**src/rtl/chunk_register.sv**
```systemverilog
// Chunk-addressable word register: direct per-lane loads plus an atomic MSB-first sequential fill.
// Optional registered even-parity output is enabled by defining CHUNK_REGISTER_PARITY_EN.
module chunk_register #(
  parameter int CHUNK_W    = 8,
  parameter int NUM_CHUNKS = 4
) (
  input  logic                          clock,
  input  logic                          reset,
  input  logic [CHUNK_W-1:0]            chunk_in,
  input  logic [NUM_CHUNKS-1:0]         lane_load,
  input  logic                          seq_start,
  input  logic                          chunk_valid,
  output logic                          chunk_ready,
  input  logic                          abort,
  output logic [CHUNK_W*NUM_CHUNKS-1:0] value_out,
  output logic                          busy,
  output logic                          done
`ifdef CHUNK_REGISTER_PARITY_EN
  ,
  output logic                          parity_out
`endif
);

  localparam int W     = CHUNK_W * NUM_CHUNKS;
  localparam int PTR_W = $clog2(NUM_CHUNKS);
  localparam logic [PTR_W-1:0] LAST_LANE = PTR_W'(NUM_CHUNKS - 1);

  typedef enum logic [1:0] {
    IDLE,
    FILL,
    COMMIT
  } state_t;

  state_t           state;
  state_t           nextState;
  logic [PTR_W-1:0] ptr;
  logic [PTR_W-1:0] nextPtr;
  logic [W-1:0]     staging;
  logic [W-1:0]     nextStaging;
  logic [W-1:0]     nextValue;
  logic             nextDone;
  logic [PTR_W-1:0] topLane;

  assign chunk_ready = (state == FILL) && !abort;
  assign busy        = (state != IDLE);

  // Highest-indexed set strobe wins when several lanes are requested together.
  always_comb begin
    topLane = '0;
    for (int i = 0; i < NUM_CHUNKS; i++) begin
      if (lane_load[i]) topLane = PTR_W'(i);
    end
  end

  always_comb begin
    nextState   = state;
    nextPtr     = ptr;
    nextStaging = staging;
    nextValue   = value_out;
    nextDone    = 1'b0;
    case (state)
      IDLE: begin
        if (|lane_load) begin
          nextValue[int'(topLane)*CHUNK_W +: CHUNK_W] = chunk_in;
        end else if (seq_start) begin
          nextState   = FILL;
          nextPtr     = LAST_LANE;
          nextStaging = '0;
        end
      end
      FILL: begin
        if (abort) begin
          nextState   = IDLE;
          nextPtr     = LAST_LANE;
          nextStaging = '0;
        end else if (chunk_valid) begin
          nextStaging[int'(ptr)*CHUNK_W +: CHUNK_W] = chunk_in;
          if (ptr == '0) nextState = COMMIT;
          else           nextPtr   = ptr - PTR_W'(1);
        end
      end
      COMMIT: begin
        // value_out only ever changes here during a fill, so readers never see a partial word.
        nextValue = staging;
        nextDone  = 1'b1;
        nextState = IDLE;
        nextPtr   = LAST_LANE;
      end
      default: begin
        nextState = IDLE;
        nextPtr   = LAST_LANE;
      end
    endcase
  end

  always_ff @(posedge clock) begin
    if (reset) begin
      state     <= IDLE;
      ptr       <= LAST_LANE;
      staging   <= '0;
      value_out <= '0;
      done      <= 1'b0;
    end else begin
      state     <= nextState;
      ptr       <= nextPtr;
      staging   <= nextStaging;
      value_out <= nextValue;
      done      <= nextDone;
    end
  end

`ifdef CHUNK_REGISTER_PARITY_EN
  always_ff @(posedge clock) begin
    if (reset) parity_out <= 1'b0;
    else       parity_out <= ^nextValue;
  end
`endif

endmodule

```
**config.mk**
```make
export PLATFORM = sky130hd
export DESIGN_NAME = chunk_register
export DESIGN_NICKNAME = d
export VERILOG_FILES = /design/src/rtl/chunk_register.sv
export SDC_FILE = /design/constraint.sdc
export NUM_CORES = 1
export LEC_CHECK = 0
export CAP_MARGIN = 20
export CORE_AREA = 2 2 82 84
export CTS_BUF_LIST = sky130_fd_sc_hd__clkbuf_4
export CTS_CLUSTER_DIAMETER = 200
export DETAILED_ROUTE_END_ITERATION = 6
export DIE_AREA = 0 0 84 86
export PLACE_DENSITY_LB_ADDON = 0.3
export SLEW_MARGIN = 30
export SYNTH_ARGS = -nofsm -noshare
export SYNTH_HDL_FRONTEND = slang
export SYNTH_SLANG_ARGS = --single-unit
```
**constraint.sdc**
```tcl
create_clock -name clock -period 1.86 [get_ports clock]
set_input_delay 0.372 -clock clock [delete_from_list [all_inputs] [get_ports clock]]
set_output_delay 0.372 -clock clock [all_outputs]
set_load 0.05 [all_outputs]
```
# After elaboration in Yosys (flattened, before gate mapping)
# Cells that the tools add are included.
# classes
eq_ne	8
shift	4
addsub	3
mux	25
n_reduce_logical	12
# op_table
cell	n
$mux 32	5
$pmux 32 s2	2
$neg 5->33	2
$shift 8x33->32 const A	2
$shiftx 8x33->32	2
$bwmux 32	2
$mux 2	12
$reduce_and 4->1	3
$pmux 2 s2	2
$ne 2x2->1 const B	3
$ne 3x3->1 const B	2
$reduce_bool 2->1	3
$logic_not 2->1	2
$reduce_or 4->1	1
$ne 3x2->1 const B	1
$eq 2x1->1 const B	1
$eq 2x2->1 const B	1
$mux 1	2
$reduce_and 2->1	1
$sub 2x1->2 const B	1
$logic_and 1x1->1	1
$logic_not 1->1	1
# totals
register_bits	69
wordCells	57
input_bits	17

# Longest topological paths before layout
# Gate-level depths: netlist of run 1.
# depth
ltp_word	8
ltp_mapped	8
mapped_depth_nobuf	8

# Least setup slack after synthesis of run 1
# No wires, ideal clock.
# synth_path
path_type	input to register
startpoint	in abort
endpoint	reg staging[0]
arrival_time_ps	2009
path_stages	5
t_required_ps	1771
setup_slack_ps	-238
path_buffers	1
path_cell_list	nand2b_1 buf_2 nor2_1 nand3_1 o31ai_1
# synth_between
elab_chain_cells	2
# synth_rtl
item	line	rtl
start: declaration	14	input logic abort,
$ne 3x3->1 (no source line) or $mux 32 (tied branches)	n/a	
$reduce_and 4->1 (no source line) or $pmux 32 s2 (tied branches)	n/a	
end signal: assignment	106	staging <= nextStaging;
end: declaration	38	logic [W-1:0] staging;
# Parallel ways exist; a longest one is shown, timed or not.
# A chain may end at the register's enable or synchronous reset.

# Worst setup path after layout of run 1
# layout_path
startpoint	reg state[0]
endpoint	out chunk_ready
# layout_between
elab_chain_cells	2
# layout_rtl
item	line	rtl
start: declaration	34	state_t state;
start signal: assignment	104	state <= nextState;
$eq 2x1->1	44	assign chunk_ready = (state == FILL) && !abort;
$logic_and 1x1->1	44	
end: declaration	13	output logic chunk_ready,
# Every way passes these cells.

==> flow_summary.json, run 1 <==
{
  "die_y_um": 86,
  "worst_pin_slew_ns": 0.579,
  "syn-num-nets": 362,
  "synthTopCellsByArea": "dfxtp_1 44%, nand3b_1 7.7%, o31ai_1 7.7%, a221oi_1 6.7%, nor3_1 5.9%",
  "power_mw": 2.91,
  "cts_tree": "done",
  "synth_cells": 338,
  "worstSetupPathType": "register to output port",
  "synth_cell_types": 37,
  "power.density_mw_per_mm2": 728,
  "ys_async_sr_fraction": 0,
  "synth_common_cells": "69 x dfxtp_1, 49 x nor2_1, 37 x nor3_1",
  "hold_path_depth": 2,
  "portBuffers": 51,
  "arrival_ns": 1.38,
  "clk_latency_ns": 0.41,
  "status": "finished clean",
  "cp_data_required_time_ns": 1.49,
  "tns_ns": 0,
  "clock-sinks": 69,
  "fin_nets": 436,
  "diodes": 0,
  "grt_pass1_vias": 2791,
  "num_rows": 29,
  "gp_routability_congestion": 0.961,
  "drv_cap": 0,
  "core_area_mm2": 0.00628,
  "cts_root_buffer": "clkbuf_4",
  "synth_edf_count": 0,
  "crit_path_max_fanout": 12,
  "drive_gt1_frac": 0.218,
  "die_w_um": 84,
  "timing.fmax_mhz": 570,
  "critPathLaunchType": "register",
  "grt.overflow.total": 0,
  "grt_pass1_wl_um": 14000,
  "ys_seq_elements": 69,
  "hp-class": "primary input to register",
  "skew_ns": 0.0155,
  "fp.dieArea_mm2": 0.00722,
  "rr_worst_depth": 6,
  "finalCritPeriodShare": 0.944,
  "syn_area_mm2": 0.00312,
  "gr-usage-all-layers": 0.250,
  "clk_pin_slew_ns": 0.10,
  "firstDrtPassIters": 4,
  "setup_viol": 0,
  "rrSetupSlack_ns": 0.17,
  "start_util": 0.497,
  "leakage_nw": 1.62,
  "routed_via_density": 6.02,
  "period_needed_ns": 1.75,
  "hold_viol": 0,
  "antenna_found_initial": 0,
  "ys.flop_type": "dfxtp_1",
  "ctsHoldBuffers": 0,
  "ant_nets": 0,
  "peakVddDrop_v": 0.000363,
  "cts_buffer_depth": 2,
  "area_growth_pct": 28.3,
  "crit_path_end_kind": "output port",
  "synth_most_common_cell": "dfxtp_1",
  "grt_start_max_net_pins": 37,
  "synth.yosys.seq_area_share": 0.443,
  "wl_um": 8710,
  "synth_area_leader_cell": "dfxtp_1",
  "remaining_drc_errors": 0,
  "drt-initial-drc-count": 180,
  "max_slew_margin": 0.614,
  "yosysTopAreaCellShare": 0.443,
  "cts_made_buffers": 9,
  "vias": 2973,
  "place.detailed.hpwl_um": 6030,
  "rsz0062_at_grt": "false",
  "wl_per_cell_um": 17.6,
  "avgSynthCellArea_um2": 9.22,
  "io_pins": 52,
  "htree_levels": 3,
  "yosysWarnings": 0,
  "drv_slew": 0
}
[per-stage QoR]
| step | cells | hold slack, ns | area (um2) | setup slack [ns] | util |
|---|---|---|---|---|---|
| 4_1_cts | 494 | 0.296 | 4000 | 0.105 | 0.637 |
| 3_3_place_gp | 477 | 0.471 | 3870 | -0.526 | 0.617 |
| 6_report | 494 | 0.321 | 4000 | 0.105 | 0.637 |
| 5_1_grt | 494 | 0.341 | 4000 | 0.00405 | 0.637 |
| 2_1_floorplan | 338 | 0.459 | 3120 | 0.0727 | - |
| 3_5_place_dp | 477 | 0.473 | 3870 | -0.597 | 0.617 |
[final cells by class]
class / instances / area [um2]
clock inverters: 4 / 25.0
well taps: 77 / 96.3
flip-flops and latches: 69 / 1380
multi-input cells: 242 / 1650
repair buffers: 84 / 732
fillers: 567 / 2280
inverters: 6 / 22.5
clock buffers: 12 / 90.1
[cell usage in the layout (no fill, tap or decap), types with 2 or more instances in the layout]
master / synthesis / layout
nand4_1: 2 / 2
inv_1: 6 / 6
o221ai_2: 4 / 4
clkbuf_4: 0 / 12
nor2b_1: 5 / 4
dlygate4sd2_1: 0 / 9
a21oi_1: 2 / 2
buf_12: 0 / 5
a2bb2oi_1: 8 / 8
nand2b_1: 15 / 15
nor2_1: 49 / 48
a221oi_1: 24 / 24
ha_1: 7 / 7
a21o_1: 2 / 2
o31ai_1: 32 / 32
clkdlybuf4s50_1: 0 / 12
nor3_1: 37 / 37
dfxtp_1: 69 / 68
nand3b_1: 32 / 32
buf_4: 0 / 55
and2_1: 4 / 4
[critical path, cell delays in order, from the launching register on]
cell and delay (ns):
dfxtp_2 0.46, nand2b_1 0.14, nor2_2 0.13, buf_4 0.13
buf_12 0.12
[power breakdown]
part	switching (mW)	total [mW]	internal (mW)
clock network	0.516	0.833	0.316
registers	0.0209	1.54	1.52
logic	0.348	0.541	0.193
total	0.885	2.91	2.03
[registers in the layout, summed over array words and instances, names as in the netlist]
name       count
staging       32
value_out     32
ptr            2
state          2
done           1
[layer usage]
layer | wire (um) | global-route usage
met5 | 0 | 0
met4 | 273 | 0.120
met3 | 607 | 0.0375
met2 | 4040 | 0.403
met1 | 3790 | 0.330
[final timing paths]
check | endpoint | from
worst max-delay path | chunk_ready | state[0]$_SDFFE_PP0P_
worst min-delay path | state[1]$_SDFFE_PP0P_ | reset
worst max register to register | staging[16]$_SDFFE_PP0P_ | ptr[1]$_SDFFE_PP1P_
worst min register to register | value_out[22]$_SDFFE_PP0P_ | value_out[22]$_SDFFE_PP0P_
[kinds of logic after synthesis]
kind of cell | share of synthesized area
buffers and inverters | 0.0353
adder cells (fa/ha/maj) | 0.0281
AND/OR/NAND/NOR | 0.275
AO/OA/AOI/OAI | 0.218
flip-flops | 0.443
[what timing repair did]
action                                  in CTS  in global routing
cloned                                       0                  0
endpoints found under the setup margin      40                 11
pin swaps                                    5                  6
setup buffers                                1                  0
gates resized for setup                     16                  4
Power figures use the tool's default switching activity.
==> inputs of run 2 (changes only) <==
--- a/config.mk
+++ b/config.mk
@@ -11,6 +11,7 @@
 export CTS_CLUSTER_DIAMETER = 200
 export DETAILED_ROUTE_END_ITERATION = 6
 export DIE_AREA = 0 0 84 86
+export GPL_ROUTABILITY_DRIVEN = 0
 export PLACE_DENSITY_LB_ADDON = 0.3
 export SLEW_MARGIN = 30
 export SYNTH_ARGS = -nofsm -noshare
==> results of run 2 <==
The final DEF is identical to that of run 1; final timing and power are the same.
==> edit 1, RTL diff (config.mk and constraints of run 1) <==
Set the parameter `CHUNK_W` to 7 (it was 8).
--- a/src/rtl/chunk_register.sv
+++ b/src/rtl/chunk_register.sv
@@ -1,7 +1,7 @@
 // Chunk-addressable word register: direct per-lane loads plus an atomic MSB-first sequential fill.
 // Optional registered even-parity output is enabled by defining CHUNK_REGISTER_PARITY_EN.
 module chunk_register #(
-  parameter int CHUNK_W    = 8,
+  parameter int CHUNK_W    = 7,
   parameter int NUM_CHUNKS = 4
 ) (
   input  logic                          clock,
Interface: changed (resized chunk_in and value_out); port bits go from 52 to 47. The function was not compared with the original's and may differ.
==> edit 1 against run 1 <==
Synthesized cell count is 12% lower; setup slack worse by 0.070 ns; count of clock-buffer cells in the layout is 1 lower; design area is 4.3% lower; wire length is 15% lower; sequential cell count is 8 lower; total power is 8.4% lower; clock skew is 0.0058 ns lower; non-clock buffer count is 9 higher; area after synthesis is 10% lower; largest power group unchanged; via count is 14% lower.
==> edit 1: results (changes against run 1) <==
| Metric | Value |
|---|---|
| Top flop regs | `staging x28, value_out x28` |
| Placed insts | `439 (-8.0%)` |
| Nets | `406 (-6.9%)` |
| Number of global-route vias before repair | `2479 (-11%)` |
| Total GRT Usage | `0.212 (-0.0373)` |
| Placer congestion estimate | `0.854 (-11%)` |
| Critical path origin | `lane_load[3]` |
| 1st-iter DRT viols | `124 (-31%)` |
| Reg2reg start | `state[0]$_SDFFE_PP0P_` |
| Synth top area cells | `dfxtp_1 44%, nand2b_1 5.8%, a221o_1 5.0%` |
| Post-DP HPWL | `4990 um (-17%)` |
| Post-synthesis mux area share | `0.0500 (+0.0500)` |
| Status | `finished clean` |
| Tightest Pin Transition | `0.644 ns (+0.0650 ns)` |
| Crit-path max cell delay | `0.49 ns (+0.03 ns)` |
| # fillers | `559 (-1.4%)` |
| Switching Share | `0.276 (-0.0275)` |
| Post-Syn Instances | `299 (-12%)` |
| Slowest-stage cell, CP | `or4b_4` |
| Share of cells above drive strength 1 | `0.317 (+0.0987)` |
| Net count after synthesis | `325 (-10%)` |
| DR vias | `2559 (-14%)` |
| Port Buffer Count | `46 (-9.8%)` |
| Hold_sp | `staging[6]$_SDFFE_PP0P_` |
| Wirelength per Cell | `15.9 um (-9.6%)` |
| Netlist cell types | `39 (+5.4%)` |
| Leak Pwr | `0.00154 uW (-4.5%)` |
## edit 1: what timing repair did
| action | CTS | global route |
|---|---|---|
| pin swaps | 9 | 3 |
| buffers inserted | 7 | 1 |
| resized for setup | 27 | 4 |
| setup endpoints to repair | 60 | 30 |
## edit 1: per-stage QoR
step           hold slack (ns)  area, um^2  setup WS [ns]
6_report                 0.486        3830         0.0350
3_3_place_gp             0.456        3590         -0.716
2_1_floorplan            0.442        2850         -0.173
3_5_place_dp             0.464        3590         -0.746
5_1_grt                  0.505        3830        0.00532
4_1_cts                  0.490        3830        0.00506
## edit 1: per-layer routing
metal  part of all wire  vias up  global-route usage
li1                   -     1252                   -
met1               0.43     1224               0.260
met2               0.49       73               0.359
met3              0.053       10              0.0577
met4              0.020        0              0.0792
met5                  0        -                   0
## edit 1: final cells by class
class | count | area (um^2) | share of cell area
clock buffers | 11 | 82.6 | 0.0216
clock inverters | 5 | 51.3 | 0.0134
inverters | 8 | 33.8 | 0.00882
multi-input cells | 207 | 1540 | 0.402
flip-flops and latches | 61 | 1220 | 0.320
well taps | 77 | 96.3 | 0.0252
repair buffers | 93 | 802 | 0.209
## edit 1: logic make-up (layout without fill, tap and decap cells)
logic type / count (synthesis) / after routing
AO/OA/AOI/OAI: 58 / 58
buffers and inverters: 31 / 117
multiplexers: 14 / 14
flip-flops: 61 / 61
adder cells (fa/ha/maj): 10 / 10
AND/OR/NAND/NOR: 125 / 125
## edit 1: power by group through the flow
stage | logic [uW] | clock network [uW] | registers [uW]
2_1_floorplan | 145 | 0 | 1470
3_3_place_gp | 400 | 0 | 1380
3_5_place_dp | 403 | 0 | 1380
4_1_cts | 417 | 920 | 1350
5_1_grt | 444 | 973 | 1350
6_report | 419 | 902 | 1350
## edit 1: worst max-delay path: cells and delay by family
kind	cells	cell delay (ns)
AND/OR/NAND/NOR	4	1.15
buffers and inverters	2	0.35
adder cells (fa/ha/maj)	1	0.23
AO/OA/AOI/OAI	1	0.06
## edit 1: final timing paths
path	to	slack, ns	cells after the start
min reg2reg	staging[6]$_SDFFE_PP0P_	0.49	1
max reg2reg	value_out[22]$_SDFFE_PP0P_	0.12	5
max	value_out[17]$_SDFFE_PP0P_	0.03	8
min	staging[6]$_SDFFE_PP0P_	0.49	1
==> edit 2, RTL diff (flow settings as in run 1) <==
Made on the original files. Take the reset off `staging` and load it in a clocked block of its own.
--- a/src/rtl/chunk_register.sv
+++ b/src/rtl/chunk_register.sv
@@ -97,16 +97,18 @@
     if (reset) begin
       state     <= IDLE;
       ptr       <= LAST_LANE;
-      staging   <= '0;
       value_out <= '0;
       done      <= 1'b0;
     end else begin
       state     <= nextState;
       ptr       <= nextPtr;
-      staging   <= nextStaging;
       value_out <= nextValue;
       done      <= nextDone;
     end
+  end
+
+  always_ff @(posedge clock) begin
+    staging <= nextStaging;
   end
 
 `ifdef CHUNK_REGISTER_PARITY_EN
Function: no difference found for any inputs over 10 cycles, from zero or initial values and one cycle with reset high; that may be too few to reach the edited logic, so the function may still have changed.
==> edit 2 against run 1 <==
Total power is 6.2% higher; design area is 15% higher; largest cell class unchanged; area after synthesis is 14% higher; highest routed layer unchanged; critical path type is now in -> out; wire length is 14% higher; fmax is 4.8% lower; core utilization is 9.9 points higher; sequential cell count stayed put; setup slack worse by 0.089 ns; clock skew is 0.0020 ns higher.
==> edit 2: results (changes against run 1) <==
| Metric | Value |
|---|---|
| Status | `finished clean` |
| Skew final | `0.0174 ns (+0.00197 ns)` |
| 1st-iter DRT viols | `233 (+29%)` |
| Slowest-stage cell, CP | `clkdlybuf4s50_1` |
| Met1 GRT Util | `0.348 (+0.0186)` |
| Post-synthesis adder-cell area fraction | `0.0353 (+0.00720)` |
| WL met3 | `715 um (+18%)` |
| Largest net degree at the start of global routing | `24 (-35%)` |
| Leak Pwr | `0.00186 uW (+15%)` |
| Tightest Pin Transition | `0.494 ns (-0.0842 ns)` |
| # fillers | `449 (-21%)` |
| Reg2reg start | `state[0]$_SDFFE_PP0P_` |
| Nets | `492 (+13%)` |
| Crit Reg-Reg Endpoint | `value_out[13]$_SDFFE_PP0P_` |
| Multi-input logic area | `1710 um^2 (+3.4%)` |
| Clock-cell share | `0.0225 (-0.00629)` |
| Non-clk bufs | `109 (+30%)` |
| Flop pwr share | `0.537 (+0.009)` |
| CTS resizes | `20 (+4)` |
| Total GRT Usage | `0.280 (+0.0304)` |
| Post-synthesis sequential area ratio | `0.480 (+0.0369)` |
| Post-DP HPWL | `6990 um (+16%)` |
| Setup Fix Bufs, Post-CTS | `4 (+3)` |
| Top cells by instance count after synthesis | `48 x nor2_1, 37 x dfxtp_1, 32 x edfxtp_1` |
| Worst path top cell family by delay | `buffers and inverters` |
| Vias per cell | `6.07 (+0.79%)` |
| Clock power frac | `0.260 (-0.026)` |
| DP Area | `4440 um^2 (+15%)` |
| Synth Area in Compound Gates | `0.203 (-0.0151)` |
| Met3 Usage GRT | `0.0510 (+0.0135)` |
| First-pass GRT wire length | `15900 um (+13%)` |
| Flop2flop setup slack | `0.05 ns (-0.12 ns)` |
| Seq. cell area | `1710 um^2 (+23%)` |
| Maximum vdd drop | `0.433 mV (+19%)` |
| Share of cells above drive strength 1 | `0.284 (+0.0654)` |
| Net count after synthesis | `398 (+9.9%)` |
| P_comb | `626 uW (+16%)` |
| Invs w/o clock | `23 (+17)` |
| Synth warn | `0 (unchanged)` |
| Cells on worst reg2reg path | `8 (+2)` |
| DR vias | `3312 (+11%)` |
| Placer congestion estimate | `0.888 (-7.5%)` |
| Period utilisation layout | `0.991 (+0.0479)` |
| Number of synthesized flops with an enable pin | `32 (+32)` |
| Met2 wire length | `5000 um (+24%)` |
| Netlist cell types | `44 (+19%)` |
| DP Worst Slack | `-0.676 ns (-0.0788 ns)` |
| Critical path origin | `abort` |
| Net switching power | `916 uW (+3.5%)` |
[edit 2: cell count changes in the layout (fill, tap and decap cells not counted), moves of 31 or more]
cell,delta
nand3b_1,-31
edfxtp_1,+32
o31ai_1,-31
dfxtp_1,-33
nor3_1,-35
[edit 2: how the worst min path moves through the flow]
stage | to | slack [ns] | depth (start not counted)
5_1_grt | value_out[31]$_SDFFE_PP0P_ | 0.51 | 2
4_1_cts | value_out[7]$_SDFFE_PP0P_ | 0.48 | 2
3_3_place_gp | value_out[2]$_SDFFE_PP0P_ | 0.46 | 2
6_report | value_out[0]$_SDFFE_PP0P_ | 0.48 | 2
2_1_floorplan | state[0]$_SDFFE_PP0P_ | 0.47 | 1
3_5_place_dp | value_out[7]$_SDFFE_PP0P_ | 0.46 | 2
[edit 2: cell families after synthesis]
kind of cell	count (synthesis)
AO/OA/AOI/OAI	102
AND/OR/NAND/NOR	141
buffers and inverters	49
flip-flops	69
adder cells (fa/ha/maj)	10
